**config.mk**
```make
export PLATFORM = sky130hd
export DESIGN_NAME = serializer_4to1_flat
export DESIGN_NICKNAME = d
export VERILOG_FILES = /design/src/rtl/serializer_4to1_pkg.sv /design/src/rtl/serializer_4to1_if.sv /design/src/rtl/mux_4to1.sv /design/src/rtl/serializer_4to1.sv /design/src/flat_wrapper.sv
export SDC_FILE = /design/constraint.sdc
export NUM_CORES = 1
export LEC_CHECK = 0
export ABC_CLOCK_PERIOD_IN_PS = 1500
export CAP_MARGIN = 20
export CORE_AREA = 2 2 39 41
export CTS_CLUSTER_SIZE = 12
export DETAILED_ROUTE_END_ITERATION = 16
export DIE_AREA = 0 0 41 43
export PLACE_DENSITY_LB_ADDON = 0.05
export SLEW_MARGIN = 20
export SYNTH_ARGS = -nofsm -noshare
export SYNTH_HDL_FRONTEND = slang
export SYNTH_SLANG_ARGS = --single-unit
```
**constraint.sdc**
```tcl
create_clock -name clk -period 1.5 [get_ports clk]
set_input_delay 0.3 -clock clk [delete_from_list [all_inputs] [get_ports clk]]
set_output_delay 0.3 -clock clk [all_outputs]
set_load 0.005 [all_outputs]
```
**src/rtl/serializer_4to1_pkg.sv**
```systemverilog
// serializer_4to1_pkg: shared constants and state encoding for the 4:1
// parallel-to-serial stage.
//   LANES   - number of lanes in a parallel word
//   SEL_W   - width of the mux select
//   state_e - FSM state encoding (IDLE / SHIFT / GAP)
package serializer_4to1_pkg;

  localparam int LANES = 4;
  localparam int SEL_W = 2;

  typedef enum logic [1:0] {
    IDLE  = 2'd0,
    SHIFT = 2'd1,
    GAP   = 2'd2
  } state_e;

endpackage

```
**src/rtl/serializer_4to1_if.sv**
```systemverilog
// serializer_4to1_if: parallel-in / serial-out handshake bundle.
//   in_data/in_valid/in_ready      - parallel word handshake (producer side)
//   out_bit/out_valid/out_ready    - serial bit handshake (consumer side)
//   out_last                       - current bit is the final lane of the word
//   sel, busy                      - debug visibility of the select and FSM
// Modports: slave = the serializer, master = the surrounding producer/consumer.
interface serializer_4to1_if;
  import serializer_4to1_pkg::*;

  logic [LANES-1:0] in_data;
  logic             in_valid;
  logic             in_ready;
  logic             out_bit;
  logic             out_valid;
  logic             out_ready;
  logic             out_last;
  logic [SEL_W-1:0] sel;
  logic             busy;

  modport slave (
    input  in_data, in_valid, out_ready,
    output in_ready, out_bit, out_valid, out_last, sel, busy
  );

  modport master (
    output in_data, in_valid, out_ready,
    input  in_ready, out_bit, out_valid, out_last, sel, busy
  );

endinterface

```
**src/rtl/mux_4to1.sv**
```systemverilog
// mux_4to1: 4-input, 1-bit combinational multiplexer.
//   i - four data inputs, input k selected when s == k
//   s - 2-bit select
//   y - selected bit
module mux_4to1 (
  input  logic [3:0] i,
  input  logic [1:0] s,
  output logic       y
);

  assign y = i[s];

endmodule

```
**src/rtl/serializer_4to1.sv**
```systemverilog
// serializer_4to1: accepts a 4-bit word on a valid/ready handshake, holds it,
// and walks the mux select across all four lanes to emit one bit per output
// beat, flagging the final lane with out_last.
//   clk, rst_n - clock, asynchronous active-low reset
//   bus        - serializer_4to1_if.slave (parallel in, serial out, debug)
// Parameters:
//   MSB_FIRST  - 0: lane 0 first (sel 0->3); 1: lane 3 first (sel 3->0)
//   GAP_CYCLES - idle cycles after each word's last bit (0..3)
module serializer_4to1
  import serializer_4to1_pkg::*;
#(
  parameter bit MSB_FIRST  = 1'b0,
  parameter int GAP_CYCLES = 0
) (
  input  logic              clk,
  input  logic              rst_n,
  serializer_4to1_if.slave  bus
);

  localparam logic [1:0] S_IDLE  = IDLE;
  localparam logic [1:0] S_SHIFT = SHIFT;
  localparam logic [1:0] S_GAP   = GAP;

  localparam logic [SEL_W-1:0] START_LANE = MSB_FIRST ? SEL_W'(LANES-1) : '0;
  localparam logic [SEL_W-1:0] END_LANE   = MSB_FIRST ? '0 : SEL_W'(LANES-1);
  localparam logic [SEL_W-1:0] SEL_STEP   = MSB_FIRST ? '1 : SEL_W'(1);  // -1 or +1 mod 4
  localparam logic [1:0]       GAP_LOAD   = 2'(GAP_CYCLES - 1);

  logic [1:0]       state;
  logic [LANES-1:0] hold;
  logic [SEL_W-1:0] sel;
  logic [1:0]       gap_cnt;

  logic shifting, beat, last_lane, word_done, in_xfer;

  assign shifting  = (state == S_SHIFT);
  assign beat      = shifting && bus.out_ready;
  assign last_lane = (sel == END_LANE);
  assign word_done = beat && last_lane;

  // With no gap, the last-beat cycle doubles as the load slot for the next
  // word, so back-to-back words stream with no bubble.
  assign bus.in_ready  = (state == S_IDLE) || ((GAP_CYCLES == 0) && word_done);
  assign in_xfer       = bus.in_valid && bus.in_ready;

  assign bus.out_valid = shifting;
  assign bus.out_last  = shifting && last_lane;
  assign bus.busy      = (state != S_IDLE);
  assign bus.sel       = sel;

  mux_4to1 u_mux (
    .i (hold),
    .s (sel),
    .y (bus.out_bit)
  );

  always_ff @(posedge clk or negedge rst_n) begin
    if (!rst_n) begin
      state   <= S_IDLE;
      hold    <= '0;
      sel     <= START_LANE;
      gap_cnt <= '0;
    end else begin
      case (state)
        S_IDLE: begin
          if (in_xfer) begin
            hold  <= bus.in_data;
            sel   <= START_LANE;
            state <= S_SHIFT;
          end
        end
        S_SHIFT: begin
          if (beat) begin
            // Stepping past the end lane wraps straight back to START_LANE,
            // so sel is already primed for the next word.
            sel <= sel + SEL_STEP;
            if (last_lane) begin
              if (GAP_CYCLES == 0) begin
                if (in_xfer) hold  <= bus.in_data;
                else         state <= S_IDLE;
              end else begin
                gap_cnt <= GAP_LOAD;
                state   <= S_GAP;
              end
            end
          end
        end
        S_GAP: begin
          if (gap_cnt == 2'd0) state   <= S_IDLE;
          else                 gap_cnt <= gap_cnt - 2'd1;
        end
        default: state <= S_IDLE;
      endcase
    end
  end

endmodule

```
**src/flat_wrapper.sv**
```systemverilog
// flat-port wrapper written by rule: the top's interface ports become plain ports
module serializer_4to1_flat import serializer_4to1_pkg::*;
#(
  parameter bit MSB_FIRST  = 1'b0,
  parameter int GAP_CYCLES = 0
)
  (clk, rst_n, bus_in_data, bus_in_valid, bus_out_ready, bus_in_ready, bus_out_bit, bus_out_valid, bus_out_last, bus_sel, bus_busy);
  serializer_4to1_if bus_i ();
  input  logic clk;
  input  logic rst_n;
  input wire logic [$bits(bus_i.in_data)-1:0] bus_in_data;
  input wire logic [$bits(bus_i.in_valid)-1:0] bus_in_valid;
  input wire logic [$bits(bus_i.out_ready)-1:0] bus_out_ready;
  output wire logic [$bits(bus_i.in_ready)-1:0] bus_in_ready;
  output wire logic [$bits(bus_i.out_bit)-1:0] bus_out_bit;
  output wire logic [$bits(bus_i.out_valid)-1:0] bus_out_valid;
  output wire logic [$bits(bus_i.out_last)-1:0] bus_out_last;
  output wire logic [$bits(bus_i.sel)-1:0] bus_sel;
  output wire logic [$bits(bus_i.busy)-1:0] bus_busy;
  assign bus_i.in_data = bus_in_data;
  assign bus_i.in_valid = bus_in_valid;
  assign bus_i.out_ready = bus_out_ready;
  assign bus_in_ready = bus_i.in_ready;
  assign bus_out_bit = bus_i.out_bit;
  assign bus_out_valid = bus_i.out_valid;
  assign bus_out_last = bus_i.out_last;
  assign bus_sel = bus_i.sel;
  assign bus_busy = bus_i.busy;
  serializer_4to1 #(.MSB_FIRST(MSB_FIRST), .GAP_CYCLES(GAP_CYCLES)) u_core (.clk(clk), .rst_n(rst_n), .bus(bus_i));
endmodule
```
# Word-level counts from Yosys, hierarchy flattened

Index checks and enable logic that the tools add are counted.

Bits in registers: 10
Input bits: 8

Add/subtract/negate cells: 2
$lt $le $gt $ge: 1
Equal/unequal tests: 8
Multiplexer cells: 15
Bitwise logic cells: 1
Reductions and logical operators: 13

Operator list:

| cell                                                        | count |
|---|---|
| two-way mux 2 bit                                           | 7 |
| two-way mux 4 bit                                           | 3 |
| case mux 4 bit (2 select lines)                             | 1 |
| inequality test 2 bit (second input constant)               | 3 |
| case mux 2 bit (3 select lines)                             | 1 |
| AND reduction 3 bit                                         | 2 |
| AND reduction 5 bit                                         | 1 |
| equality test 2 bit (second input constant)                 | 2 |
| logical AND 1 bit                                           | 4 |
| logical NOT 2 bit                                           | 2 |
| inequality test 2 x 1 -> 1 bit (second input constant)      | 2 |
| case mux 2 bit (2 select lines)                             | 1 |
| nonzero test 2 bit                                          | 2 |
| less-than comparator 2 x 3 -> 1 bit (second input constant) | 1 |
| adder 2 x 1 -> 2 bit (second input constant)                | 1 |
| binary-select mux 1 bit (select 2 bit)                      | 1 |
| equality test 2 x 1 -> 1 bit (second input constant)        | 1 |
| AND reduction 2 bit                                         | 1 |
| subtractor 2 x 1 -> 2 bit (second input constant)           | 1 |
| logical OR 1 bit                                            | 1 |
| two-way mux 1 bit                                           | 1 |
| inverter 1 bit                                              | 1 |

# Depth between registers and ports, before layout

Gate-level depths: netlist of the first run.

Word-level depth: 9
Mapped depth: 3

# Hierarchy

Synthesis of the first run repeated with hierarchy kept, for this count alone.

Cells, all modules: 33
Area total of the unflattened synthesis: 371.6 um^2

Modules (own cells, without submodules):

| module          | times used | cells each | area an instance (um^2) | sequential area each (um^2) |
|---|---|---|---|---|
| serializer_4to1 | 1          | 32         | 349.1                   | 175.2 |
| mux_4to1        | 1          | 1          | 22.5                    | 0.0 |

# Least setup slack after synthesis of the first run

No wires, ideal clock.

Path kind: register -> output
Start point: reg u_core.sel[0] (netlist: u_core.bus.sel[0])
End point: out bus_in_ready
Arrival: 0.958 ns
Path slack: 0.242 ns
Stages on the path, launching flop included: 4
Buffers on the path: 0
Cells stage by stage: dfrtp_1 ha_1 a21boi_2 inv_1

Cells in the longest elaborated chain, start to end: 3

RTL lines:

| element                | line                  | source |
|---|---|---|
| start, declared        | serializer_4to1.sv:31 | `logic [SEL_W-1:0] sel;` |
| start signal, assigned | serializer_4to1.sv:76 | `sel <= sel + SEL_STEP;` |
| equality test 2 bit    | serializer_4to1.sv:38 | `assign last_lane = (sel == END_LANE);` |
| logical AND 1 bit      | serializer_4to1.sv:39 | `assign word_done = beat && last_lane;` |
| logical OR 1 bit       | serializer_4to1.sv:43 | `assign bus.in_ready = (state == S_IDLE) \|\| ((GAP_CYCLES == 0) && word_done);` |
| end, declared          | flat_wrapper.sv:14    | `output wire logic [$bits(bus_i.in_ready)-1:0] bus_in_ready;` |

Every way passes these cells.

# Final worst setup path of the first run

Ends and elaborated chain as after synthesis.

==> results of run 1 <==
worst max path at each step:
stage	startpoint	slack, ps	endpoint
after floorplan	u_core.bus.sel[0]	240	bus_in_ready
after global placement	bus_out_ready	-190	bus_in_ready
after detailed placement	bus_out_ready	-190	bus_in_ready
after CTS	u_core.bus.sel[0]	-110	bus_out_bit
after global routing	u_core.bus.sel[0]	-170	bus_in_ready
final	u_core.bus.sel[0]	-90	bus_in_ready
synthesized netlist by cell type (all sizes together):
| cell | n | area [sq um] |
|---|---|---|
| a21boi | 1 | 11.3 |
| a22o | 2 | 17.5 |
| and2 | 1 | 6.26 |
| and3 | 1 | 11.3 |
| buf | 1 | 7.51 |
| dfrtp | 7 | 175 |
| ha | 1 | 12.5 |
| inv | 5 | 18.8 |
| mux2 | 1 | 15.0 |
| mux4 | 1 | 22.5 |
| nand2 | 4 | 15.0 |
| nor2 | 1 | 3.75 |
| nor2b | 1 | 8.76 |
| o32ai | 4 | 35.0 |
| or2 | 1 | 6.26 |
| xor2 | 1 | 8.76 |
registers in the layout (all words and copies together), names as in the netlist:
signal          flops
u_core.hold         4
u_core.bus.sel      2
u_core.state        1
routing by layer:
metal  share of wire  global-route usage  vias up
li1                -                   -      177
met1            0.42               0.166      166
met2            0.51               0.216       11
met3           0.057              0.0628        2
met4           0.010              0.0600        0
met5               0                   0        -
stage by stage:
stage               total power (uW)  utilization
finish                          1250        0.485
global route                    1350        0.485
CTS                             1210        0.463
detailed placement               978        0.425
global placement                 949        0.425
floorplan                        622            -
cells in the final DEF, fill, tap and decap left out:
cell	count
buf_4	13
clkdlybuf4s50_1	7
dfrtp_1	7
inv_1	5
nand2_1	4
clkbuf_4	3
buf_2	3
dlymetal6s2s_1	3
o32ai_1	2
o32ai_2	2
a22o_1	2
a21boi_2	1
and2_1	1
mux4_2	1
and3_4	1
nor2b_2	1
or2_1	1
nor2_1	1
xor2_1	1
mux2_4	1
ha_4	1
clkbuf_1	1
dlygate4sd2_1	1
area by class of cell:
| class | count | area, sq um |
|---|---|---|
| Timing Repair Buffer | 27 | 229 |
| Sequential cell | 7 | 175 |
| Fill cell | 135 | 713 |
| Inverter | 5 | 18.8 |
| Tap cell | 16 | 20.0 |
| Multi-Input combinational cell | 20 | 201 |
| Clock buffer | 4 | 26.3 |
worst max-delay path, cell delays in order, from the launching register on:
cell	delay [ps]
dfrtp_1	400
buf_4	150
ha_4	160
a21boi_2	150
inv_1	50
buf_2	120
cells by family (layout without fill, tap and decap cells):
kind of cell,after synthesis,in the layout,share of synthesized area
compound gates,7,7,0.170
buf+inv,6,36,0.0700
xor+xnor,1,1,0.0233
mux,2,2,0.100
flops,7,7,0.467
simple gates,9,9,0.137
fa+ha+maj,1,1,0.0333
power by group through the flow:
stage / clock network (uW) / logic, uW / registers [uW]
after floorplan: 0 / 276 / 346
after global placement: 0 / 611 / 338
after detailed placement: 0 / 629 / 349
after CTS: 184 / 688 / 341
after global routing: 193 / 808 / 354
final: 177 / 737 / 339
what timing repair did:
| item | CTS | global route |
|---|---|---|
| resized for setup | 15 | 5 |
| hold endpoints to repair | 0 | 0 |
| pin swaps | 2 | 1 |
| endpoints found under the setup margin | 5 | 7 |
| buffers inserted | 4 | 1 |
==> impl_metrics.ini, run 1 <==
[outcome]
outcome = finished with violations
violations = setup timing

[drt]
wl_microns = 965
via_per_inst = 4.51
routed-via-count = 356
dr.pass1.iters = 4
drtIter0Drc = 2
wl_per_cell_microns = 12.2
drcViolationCount = 0
ant_nets = 0

[clock_network]
clk-insertion-delay-late_ps = 260
htree_levels = 1
cts_root_buf = clkbuf_4
hold_buffers = 0
clk_path_buf_depth = 2
clock_sinks = 7
clk_pin_slew_ps = 50
cts_tree = done
cts_buffers = 3

[global_routing]
grt_max_degree = 8
antenna_found_initial = 0
grt_pass1_wl_microns = 1610
grt_pass1_vias = 358
gr-total-overflow = 0
grt_usage = 0.142

[yosys]
synth_fp_nets = 42
synthesis.area_sq_um = 375
yosysSeqAreaShare = 0.467
synth_warnings = 0
synth-seq-cells = 7
syn_inst = 33
yosysUniqueCellTypes = 16
avgSynthCellArea_sq_um = 11.4

[sta]
whs_ps = 313
max_slew_margin = 0.767
final_hold_viol_count = 0
setup_slack_ps = -87.4
period_share = 1.06
worst-slew-pin-transition_ps = 349
skew_ps = 2.47
setup_violations = 3
period_needed_ps = 1590
setup_tns_ps = -209
rsz0062_at_grt = true
slew_viol_final = 0
fmax_mhz = 630

[worst_setup_path]
reg2reg_to = u_core.hold[2]
path_max_fanout = 3
crit_arrival_ps = 1290
reg2reg_depth = 5
cp-start-kind = flop
r2r_slack_ps = 110
r2r_start = u_core.bus.sel[0]
path_class = reg2out
crit_required_ps = 1200
worst_setup_path_end_kind = primary output

[power]
p_leak_uw = 0.000330
switching_power_uw = 386
clkPwrFrac = 0.141
power_density_nw_per_um2 = 1870
p_int_uw = 867
ir_worst_vdd_mv = 0.724
seq_power_share = 0.270
switching_share = 0.308
combinationalPowerShare = 0.588

[job]
cap_violations = 0

[floorplan]
io_pins = 15
die_h_microns = 43
die_w_microns = 41
num_rows = 14
die-area_sq_um = 1760
initial_core_util = 0.271
core-area_sq_um = 1380

[finish]
n_antenna_cell = 0
nNetsFinal = 73
layout.cells.non_filler = 79
drive_gt1_frac = 0.429
design_area_sq_um = 671
area_growth_pct = 78.7

[place]
placed_cell_area_sq_um = 588
dp_hpwl_microns = 698
io_buffer_count = 14
dpl_worst_slack_ps = -189
dp_cells = 70
place_congestion = 0.701

[worst_hold_path]
hold_class = in2async
Note: power is estimated with default switching activity, not from simulation.
==> run 2, diff against run 1 <==
- ABC_CLOCK_PERIOD_IN_PS: 1500 -> default
==> results of run 2 <==
Final layout, timing and power as in run 1 (identical DEF).
